`config.mk`:
```
export PLATFORM = sky130hd
export DESIGN_NAME = pipeline_controller_flat
export DESIGN_NICKNAME = d
export VERILOG_FILES = /design/src/rtl/pipeline_controller_pkg.sv /design/src/rtl/pipeline_controller_if.sv /design/src/rtl/pipeline_controller_fetch_sequencer.sv /design/src/rtl/pipeline_controller.sv /design/src/flat_wrapper.sv
export SDC_FILE = /design/constraint.sdc
export NUM_CORES = 1
export LEC_CHECK = 0
export CAP_MARGIN = 20
export CORE_ASPECT_RATIO = 1.5
export CORE_MARGIN = 2
export CORE_UTILIZATION = 44
export DETAILED_ROUTE_END_ITERATION = 8
export PLACE_DENSITY = 0.89
export SYNTH_ARGS = -nofsm -noshare
export SYNTH_HDL_FRONTEND = slang
export SYNTH_SLANG_ARGS = --single-unit
```
`constraint.sdc`:
```
create_clock -name clk -period 3.8 [get_ports clk]
set_clock_uncertainty 0.05 [all_clocks]
set_input_delay 1.14 -clock clk [delete_from_list [all_inputs] [get_ports clk]]
set_output_delay 1.14 -clock clk [all_outputs]
set_load 0.005 [all_outputs]
```
`src/rtl/pipeline_controller_pkg.sv`:
```
// Shared types for the pipeline controller: IF/ID payload, fetch FSM states
// and the per-stage-register control bundle.
package pipeline_controller_pkg;

  localparam logic [63:0] DEFAULT_RESET_PC = 64'h8000_0000;

  typedef struct packed {
    logic        inst_signal;
    logic [31:0] inst;
    logic [63:0] inst_pc;
  } if_id_t;

  typedef enum logic [1:0] {
    F_REQ  = 2'd0,
    F_HOLD = 2'd1,
    F_KILL = 2'd2
  } fetch_state_e;

  typedef struct packed {
    logic en_if_id;
    logic en_id_ex;
    logic en_ex_mem;
    logic flush_if_id;
    logic bubble_id_ex;
    logic bubble_mem_wb;
  } hazard_ctrl_t;

  // Branch/jump targets are word aligned; the low two bits are ignored.
  function automatic logic [63:0] align_target(input logic [63:0] target);
    return {target[63:2], 2'b00};
  endfunction

endpackage

```
`src/rtl/pipeline_controller_if.sv`:
```
// Instruction-bus handshake between the fetch logic (master) and the bus (slave).
interface pipeline_controller_if;

  logic        ireq_valid;
  logic [63:0] ireq_addr;
  logic        iresp_ok;
  logic [31:0] iresp_inst;

  modport master (
    output ireq_valid,
    output ireq_addr,
    input  iresp_ok,
    input  iresp_inst
  );

  modport slave (
    input  ireq_valid,
    input  ireq_addr,
    output iresp_ok,
    output iresp_inst
  );

endinterface

```
`src/rtl/pipeline_controller_fetch_sequencer.sv`:
```
// PC, instruction-fetch FSM, hold buffer for fetched-but-stalled words and the
// pending redirect target used while an orphaned fetch drains.
module fetch_sequencer
  import pipeline_controller_pkg::*;
#(
  parameter logic [63:0] RESET_PC = DEFAULT_RESET_PC
) (
  input  logic        clk,
  input  logic        rst_n,
  input  logic        redir,
  input  logic        accept,
  input  logic [63:0] target,
  output logic        ireq_valid,
  output logic [63:0] ireq_addr,
  input  logic        iresp_ok,
  input  logic [31:0] iresp_inst,
  output if_id_t      if_id_next
);

  fetch_state_e state, state_next;
  logic [63:0]  pc, pc_next;
  logic [31:0]  hold_buf, hold_buf_next;
  logic [63:0]  pending, pending_next;

  always_ff @(posedge clk or negedge rst_n) begin
    if (!rst_n) begin
      state    <= F_REQ;
      pc       <= RESET_PC;
      hold_buf <= '0;
      pending  <= '0;
    end else begin
      state    <= state_next;
      pc       <= pc_next;
      hold_buf <= hold_buf_next;
      pending  <= pending_next;
    end
  end

  // The address stays at pc for the whole request, so it is stable until iresp_ok.
  always_comb begin
    state_next    = state;
    pc_next       = pc;
    hold_buf_next = hold_buf;
    pending_next  = pending;
    ireq_valid    = 1'b0;
    ireq_addr     = pc;
    if_id_next    = '{inst_signal: 1'b0, inst: 32'd0, inst_pc: pc};

    unique case (state)
      F_REQ: begin
        ireq_valid = rst_n;
        if (iresp_ok) begin
          if (redir) begin
            pc_next = target;
          end else if (accept) begin
            if_id_next = '{inst_signal: 1'b1, inst: iresp_inst, inst_pc: pc};
            pc_next    = pc + 64'd4;
          end else begin
            hold_buf_next = iresp_inst;
            state_next    = F_HOLD;
          end
        end else if (redir) begin
          pending_next = target;
          state_next   = F_KILL;
        end
      end

      F_HOLD: begin
        if (redir) begin
          pc_next    = target;
          state_next = F_REQ;
        end else if (accept) begin
          if_id_next = '{inst_signal: 1'b1, inst: hold_buf, inst_pc: pc};
          pc_next    = pc + 64'd4;
          state_next = F_REQ;
        end
      end

      F_KILL: begin
        // The response to the abandoned fetch is never delivered.
        ireq_valid = rst_n;
        if (redir) begin
          pending_next = target;
        end
        if (iresp_ok) begin
          pc_next    = redir ? target : pending;
          state_next = F_REQ;
        end
      end

      default: begin
        state_next = F_REQ;
      end
    endcase
  end

endmodule

```
`src/rtl/pipeline_controller.sv`:
```
// Pipeline sequencing: hazard detection driving stage-register enables,
// flushes and bubbles, plus the fetch sequencer and a stall-cycle counter.
module pipeline_controller
  import pipeline_controller_pkg::*;
#(
  parameter logic [63:0] RESET_PC = DEFAULT_RESET_PC
) (
  input  logic                  clk,
  input  logic                  rst_n,
  pipeline_controller_if.master ibus,
  output if_id_t                if_id_next,
  input  logic [4:0]            id_rs1,
  input  logic [4:0]            id_rs2,
  input  logic                  id_use_rs1,
  input  logic                  id_use_rs2,
  input  logic                  ex_valid,
  input  logic                  ex_is_load,
  input  logic [4:0]            ex_rd,
  input  logic                  ex_redirect,
  input  logic [63:0]           ex_target,
  input  logic                  dreq_valid,
  input  logic                  dresp_ok,
  output logic                  en_if_id,
  output logic                  en_id_ex,
  output logic                  en_ex_mem,
  output logic                  flush_if_id,
  output logic                  bubble_id_ex,
  output logic                  bubble_mem_wb,
  output logic [31:0]           perf_stall_cnt
);

  logic         mem_stall;
  logic         redir;
  logic         load_use;
  logic         accept;
  hazard_ctrl_t ctrl;

  assign mem_stall = dreq_valid & ~dresp_ok;
  assign redir     = ex_redirect & ex_valid & ~mem_stall;
  assign load_use  = ex_valid & ex_is_load & (ex_rd != 5'd0) &
                     ((id_use_rs1 & (id_rs1 == ex_rd)) | (id_use_rs2 & (id_rs2 == ex_rd)));

  // Priority: a stalled data bus freezes everything, then redirects, then load-use.
  always_comb begin
    ctrl = '{en_if_id: 1'b1, en_id_ex: 1'b1, en_ex_mem: 1'b1,
             flush_if_id: 1'b0, bubble_id_ex: 1'b0, bubble_mem_wb: 1'b0};
    if (!rst_n) begin
      ctrl = '{en_if_id: 1'b0, en_id_ex: 1'b0, en_ex_mem: 1'b0,
               flush_if_id: 1'b1, bubble_id_ex: 1'b1, bubble_mem_wb: 1'b1};
    end else if (mem_stall) begin
      ctrl.en_if_id      = 1'b0;
      ctrl.en_id_ex      = 1'b0;
      ctrl.en_ex_mem     = 1'b0;
      ctrl.bubble_mem_wb = 1'b1;
    end else if (redir) begin
      ctrl.flush_if_id  = 1'b1;
      ctrl.bubble_id_ex = 1'b1;
    end else if (load_use) begin
      ctrl.en_if_id     = 1'b0;
      ctrl.bubble_id_ex = 1'b1;
    end
  end

  assign en_if_id      = ctrl.en_if_id;
  assign en_id_ex      = ctrl.en_id_ex;
  assign en_ex_mem     = ctrl.en_ex_mem;
  assign flush_if_id   = ctrl.flush_if_id;
  assign bubble_id_ex  = ctrl.bubble_id_ex;
  assign bubble_mem_wb = ctrl.bubble_mem_wb;
  assign accept        = ctrl.en_if_id & ~redir;

  fetch_sequencer #(
    .RESET_PC (RESET_PC)
  ) u_fetch (
    .clk        (clk),
    .rst_n      (rst_n),
    .redir      (redir),
    .accept     (accept),
    .target     (align_target(ex_target)),
    .ireq_valid (ibus.ireq_valid),
    .ireq_addr  (ibus.ireq_addr),
    .iresp_ok   (ibus.iresp_ok),
    .iresp_inst (ibus.iresp_inst),
    .if_id_next (if_id_next)
  );

  always_ff @(posedge clk or negedge rst_n) begin
    if (!rst_n) begin
      perf_stall_cnt <= '0;
    end else if (!ctrl.en_if_id && (perf_stall_cnt != 32'hFFFF_FFFF)) begin
      perf_stall_cnt <= perf_stall_cnt + 32'd1;
    end
  end

endmodule

```
`src/flat_wrapper.sv`:
```
// flat-port wrapper written by rule: the top's interface ports become plain ports
module pipeline_controller_flat import pipeline_controller_pkg::*;
#(
  parameter logic [63:0] RESET_PC = DEFAULT_RESET_PC
)
  (clk, rst_n, if_id_next, id_rs1, id_rs2, id_use_rs1, id_use_rs2, ex_valid, ex_is_load, ex_rd, ex_redirect, ex_target, dreq_valid, dresp_ok, en_if_id, en_id_ex, en_ex_mem, flush_if_id, bubble_id_ex, bubble_mem_wb, perf_stall_cnt, ibus_ireq_valid, ibus_ireq_addr, ibus_iresp_ok, ibus_iresp_inst);
  pipeline_controller_if ibus_i ();
  input  logic clk;
  input  logic rst_n;
  output if_id_t if_id_next;
  input  logic [4:0] id_rs1;
  input  logic [4:0] id_rs2;
  input  logic id_use_rs1;
  input  logic id_use_rs2;
  input  logic ex_valid;
  input  logic ex_is_load;
  input  logic [4:0] ex_rd;
  input  logic ex_redirect;
  input  logic [63:0] ex_target;
  input  logic dreq_valid;
  input  logic dresp_ok;
  output logic en_if_id;
  output logic en_id_ex;
  output logic en_ex_mem;
  output logic flush_if_id;
  output logic bubble_id_ex;
  output logic bubble_mem_wb;
  output logic [31:0] perf_stall_cnt;
  output wire logic [$bits(ibus_i.ireq_valid)-1:0] ibus_ireq_valid;
  output wire logic [$bits(ibus_i.ireq_addr)-1:0] ibus_ireq_addr;
  input wire logic [$bits(ibus_i.iresp_ok)-1:0] ibus_iresp_ok;
  input wire logic [$bits(ibus_i.iresp_inst)-1:0] ibus_iresp_inst;
  assign ibus_ireq_valid = ibus_i.ireq_valid;
  assign ibus_ireq_addr = ibus_i.ireq_addr;
  assign ibus_i.iresp_ok = ibus_iresp_ok;
  assign ibus_i.iresp_inst = ibus_iresp_inst;
  pipeline_controller #(.RESET_PC(RESET_PC)) u_core (.clk(clk), .rst_n(rst_n), .ibus(ibus_i), .if_id_next(if_id_next), .id_rs1(id_rs1), .id_rs2(id_rs2), .id_use_rs1(id_use_rs1), .id_use_rs2(id_use_rs2), .ex_valid(ex_valid), .ex_is_load(ex_is_load), .ex_rd(ex_rd), .ex_redirect(ex_redirect), .ex_target(ex_target), .dreq_valid(dreq_valid), .dresp_ok(dresp_ok), .en_if_id(en_if_id), .en_id_ex(en_id_ex), .en_ex_mem(en_ex_mem), .flush_if_id(flush_if_id), .bubble_id_ex(bubble_id_ex), .bubble_mem_wb(bubble_mem_wb), .perf_stall_cnt(perf_stall_cnt));
endmodule
```
; ---- Word-level counts from Yosys, hierarchy flattened
; Index checks and enable logic that the tools add are counted.
[totals]
regBits = 194
output_inout_bits = 200
in_bits = 121
[op_classes]
n_bitwise = 14
n_addsub = 2
n_mux = 33
n_eq_ne = 12
n_reduce_logical = 11
[ops]
columns = op, count
row1 = $mux 97, 5
row2 = $mux 64, 6
row3 = $pmux 97 s2, 1
row4 = $pmux 64 s3, 1
row5 = $pmux 64 s2, 1
row6 = $add 64x3->64 const B, 1
row7 = $add 32x1->32 const B, 1
row8 = $ne 32x32->1 const B, 1
row9 = $mux 2, 9
row10 = $eq 5x5->1, 2
row11 = $and 1x1->1, 9
row12 = $mux 1, 8
row13 = $mux 6, 1
row14 = $ne 2x2->1 const B, 3
row15 = $ne 3x2->1 const B, 2
row16 = $pmux 2 s3, 1
row17 = $reduce_and 5->1, 1
row18 = $reduce_bool 5->1, 1
row19 = $not 1->1, 4
row20 = $reduce_and 4->1, 1
row21 = $ne 3x1->1 const B, 1
row22 = $ne 3x3->1 const B, 1
row23 = $reduce_and 3->1, 1
row24 = $reduce_bool 3->1, 1
row25 = 9 further kinds, 9

; ---- Depth between registers and ports, before layout
[logic_depth]
word_depth = 13
mapped_depth = 9

; ---- By module
; A second synthesis with hierarchy kept.
[unflattened]
hier_cells = 1187
hier_area_um2 = 11078.1
[by_module_without_submodules]
columns = mod, seq_area_each_um2, cells_each, n_inst, area_each_um2
row1 = fetch_sequencer, 4055.1, 1006, 1, 9331.4
row2 = pipeline_controller, 800.8, 181, 1, 1746.7

; ---- Worst setup path before layout
; OpenSTA, ideal clock, no wires.
[synth_timing]
path_type = input -> output
from = input ex_rd[0]
to = output if_id_next[66] (netlist bit)
setup_slack_ns = -0.076
path_stages = 7
arrival_time_ns = 2.686
t_required_ns = 2.610
path_cell_list = or4_1 -> o211ai_2 -> o21ai_1 -> or3_1 -> clkbuf_1 -> buf_2 -> nor2_1
[synth_rtl]
columns = item, line_no
row1 = from (decl), flat_wrapper.sv:17  ; input logic [4:0] ex_rd;
row2 = to (decl), flat_wrapper.sv:10  ; output if_id_t if_id_next;

==> flow_summary.yaml <==
outcome:
  status: "finished, violations left"
  violations: "setup timing"
cts:
  numCtsBuffers: 17
  clkSlewWorstSetupHoldPaths_ns: 0.07
  htree_levels: 4
  tritoncts: "yes"
  clockRootBuffer: "clkbuf_16"
  cts_sinks: 194
  clock_path_buffers: 2
  holdBufCountCts: 0
  clk_latency_ns: 0.44
timing:
  fmax_ghz: 0.235
  period_needed_ns: 4.25
  fin_crit_sh: 1.12
  slew_viol_final: 0
  rsz0062_at_grt: "true"
  slew_headroom: 0.385
  fin_ws_ns: -0.454
  finalSetupViolCount: 34
  tightest_slew_ns: 0.923
  hold_violations: 0
layout:
  syn_to_final_growth_pct: 36.8
  nFillCells: 2015
  final_common_cell: "clkdlybuf4s50_1"
  final_net_count: 1587
  final_cell_mix: "clkdlybuf4s50_1, dfrtp_1, nand2_1"
  drive_gt1_frac: 0.213
detailed_routing:
  drc: 0
  drt-vias-per-instance: 5.97
  routedWlPerCell_um: 20.6
  ant_nets: 0
  vias: 10813
  wirelength_um: 37300
  first_iter_violations: 873
  firstDrtPassIters: 8
placement:
  dp_slack_ns: -1.06
  gp_congestion: 0.917
  portBuffers: 318
  dp_hpwl_um: 25400
global_routing:
  grt_start_max_net_pins: 168
  overflow: 0
  grt_use_met1: 0.329
  use_met3: 0.0423
  grt_util_met2: 0.451
  busiest_layer: "met2"
  grt_usage: 0.272
  antenna_found_initial: 7
  grt_pass1_wl_um: 58100
  grt_pass1_vias: 10703
logic_synthesis:
  avgSynthCellArea_um2: 9.45
  synthCells: 1196
  ys.flop_type: "dfrtp_1"
  ys_ff_latch: 194
  synth-async-reset-ratio: 1.00
  syn_area_um2: 11300
  synth.net_count: 1319
  synth_edf_count: 0
  yosys_warnings: 0
  synth.yosys.seq_area_share: 0.430
  synthDistinctLibCells: 70
critical_path:
  cp_num_buf_inv: 3
  worst_ep_required_time_ns: 2.61
  cp-end-kind: "primary output"
  slowest_delay_ns: 0.54
  crit_path_start_kind: "input pin"
  cp_data_arrival_time_ns: 3.06
  crit_path_max_fanout: 16
  crit_slowest_cell: "or4_4"
  crit_family: "simple AND/OR/NAND/NOR gates"
  crit_type: "in -> out"
  crit_chain: "buf_6, or4_4, o211ai_4, o21ai_2, or3_4, buf_12, nor2_2, clkdlybuf4s15_2"
die:
  placementRows: 71
  fp.dieH_um: 200
  die_area_um2: 27000
  fp.dieW_um: 135
  ioPinCount: 321
  core_um2: 25100
  start_util: 0.450
pwr:
  ir_worst_vdd_mv: 0.348
  p_leak_nw: 6.29
  p_per_area_nw_per_um2: 516
  power_mw: 7.98
run:
  maxCapViolCount: 0
worst_hold_path:
  hold_class: "reg -> reg"
==> metal layers <==
layer | routed length (µm) | up-vias
met3 | 2140 | 149
met2 | 18600 | 516
met1 | 14300 | 5307
met5 | 0 | -
met4 | 2280 | 0
li1 | - | 4841
==> sequential cells by signal (all words and copies together) (netlist names) <==
signal / count
u_core.u_fetch.pending: 64
u_core.u_fetch.state: 2
u_core.perf_stall_cnt: 32
u_core.u_fetch.ireq_addr: 64
u_core.u_fetch.hold_buf: 32
==> final timing paths <==
kind                            slack (ns)  cells past startpoint                                    start                                  endpoint
worst min-delay path                  0.45                      1    u_core.perf_stall_cnt[11]$_DFFE_PN0P_     u_core.perf_stall_cnt[11]$_DFFE_PN0P_
max in group asynchronous             1.69                      3                                    rst_n    u_core.u_fetch.pending[55]$_DFFE_PN0P_
worst max-delay path                 -0.45                      8                                 ex_rd[2]                            if_id_next[77]
worst max register to register        0.92                      7  u_core.u_fetch.ireq_addr[2]$_DFFE_PN0P_  u_core.u_fetch.ireq_addr[44]$_DFFE_PN0P_
min in group asynchronous             0.71                      2                                    rst_n     u_core.perf_stall_cnt[19]$_DFFE_PN0P_
worst min register to register        0.45                      1    u_core.perf_stall_cnt[11]$_DFFE_PN0P_     u_core.perf_stall_cnt[11]$_DFFE_PN0P_
==> metrics by stage <==
stage / area [µm²] / cells / util / hold slack [ns] / setup TNS (ns)
after floorplan: 11400 / 1196 / - / 0.415 / -1.25
after global placement: 14600 / 1747 / 0.581 / 0.431 / -32.64
after detailed placement: 14600 / 1747 / 0.581 / 0.439 / -34.55
after CTS: 15300 / 1806 / 0.610 / 0.454 / -10.99
after global routing: 15500 / 1812 / 0.615 / 0.472 / -14.18
final: 15500 / 1812 / 0.615 / 0.452 / -12.75
==> cells by family (layout without fill, tap and decap cells) <==
logic type | Yosys count | in the layout | share of synthesized area
buffers and inverters | 164 | 445 | 0.0824
adder cells (fa/ha/maj) | 2 | 2 | 0.00221
AO/OA/AOI/OAI | 286 | 286 | 0.165
XOR/XNOR | 44 | 44 | 0.0341
flip-flops | 194 | 194 | 0.430
other | 0 | 7 | 0
AND/OR/NAND/NOR | 411 | 411 | 0.192
multiplexers | 95 | 95 | 0.0947
==> where the power goes <==
group          total (mW)  internal [mW]  switching, mW
Clock                1.65          0.838          0.815
Sequential           3.48           2.65          0.832
Combinational        2.85           1.73           1.12
==> Yosys cell counts (all sizes together), types with 13 or more instances <==
cell    number  area share
a21oi       65       0.029
a22o        13       0.010
a22oi       32       0.021
and3        37       0.021
buf         89       0.054
clkbuf      51       0.020
dfrtp      193        0.43
inv         23      0.0076
mux2        95       0.095
nand2      110       0.037
nand3       49       0.024
nand4       26       0.018
nor2        89       0.030
nor3        23       0.010
nor4        33       0.025
o21ai       85       0.039
xnor2       19       0.015
xor2        25       0.019
==> area by class of cell <==
class / count / area (µm²) / area share
inverters: 23 / 86.3 / 0.00558
well taps: 328 / 410 / 0.0265
clock inverters: 12 / 87.6 / 0.00566
flip-flops and latches: 194 / 4860 / 0.314
clock buffers: 20 / 437 / 0.0282
repair buffers: 390 / 3790 / 0.245
multi-input cells: 838 / 5780 / 0.374
diodes: 7 / 17.5 / 0.00113
==> timing repair <==
item | in CTS | in global routing
endpoints found under the hold margin | 0 | 0
gates cloned | 2 | 0
endpoints found under the setup margin | 36 | 36
setup buffers | 25 | 6
pin swaps | 18 | 22
resized for setup | 171 | 74
(Power assumes the default switching activity.)
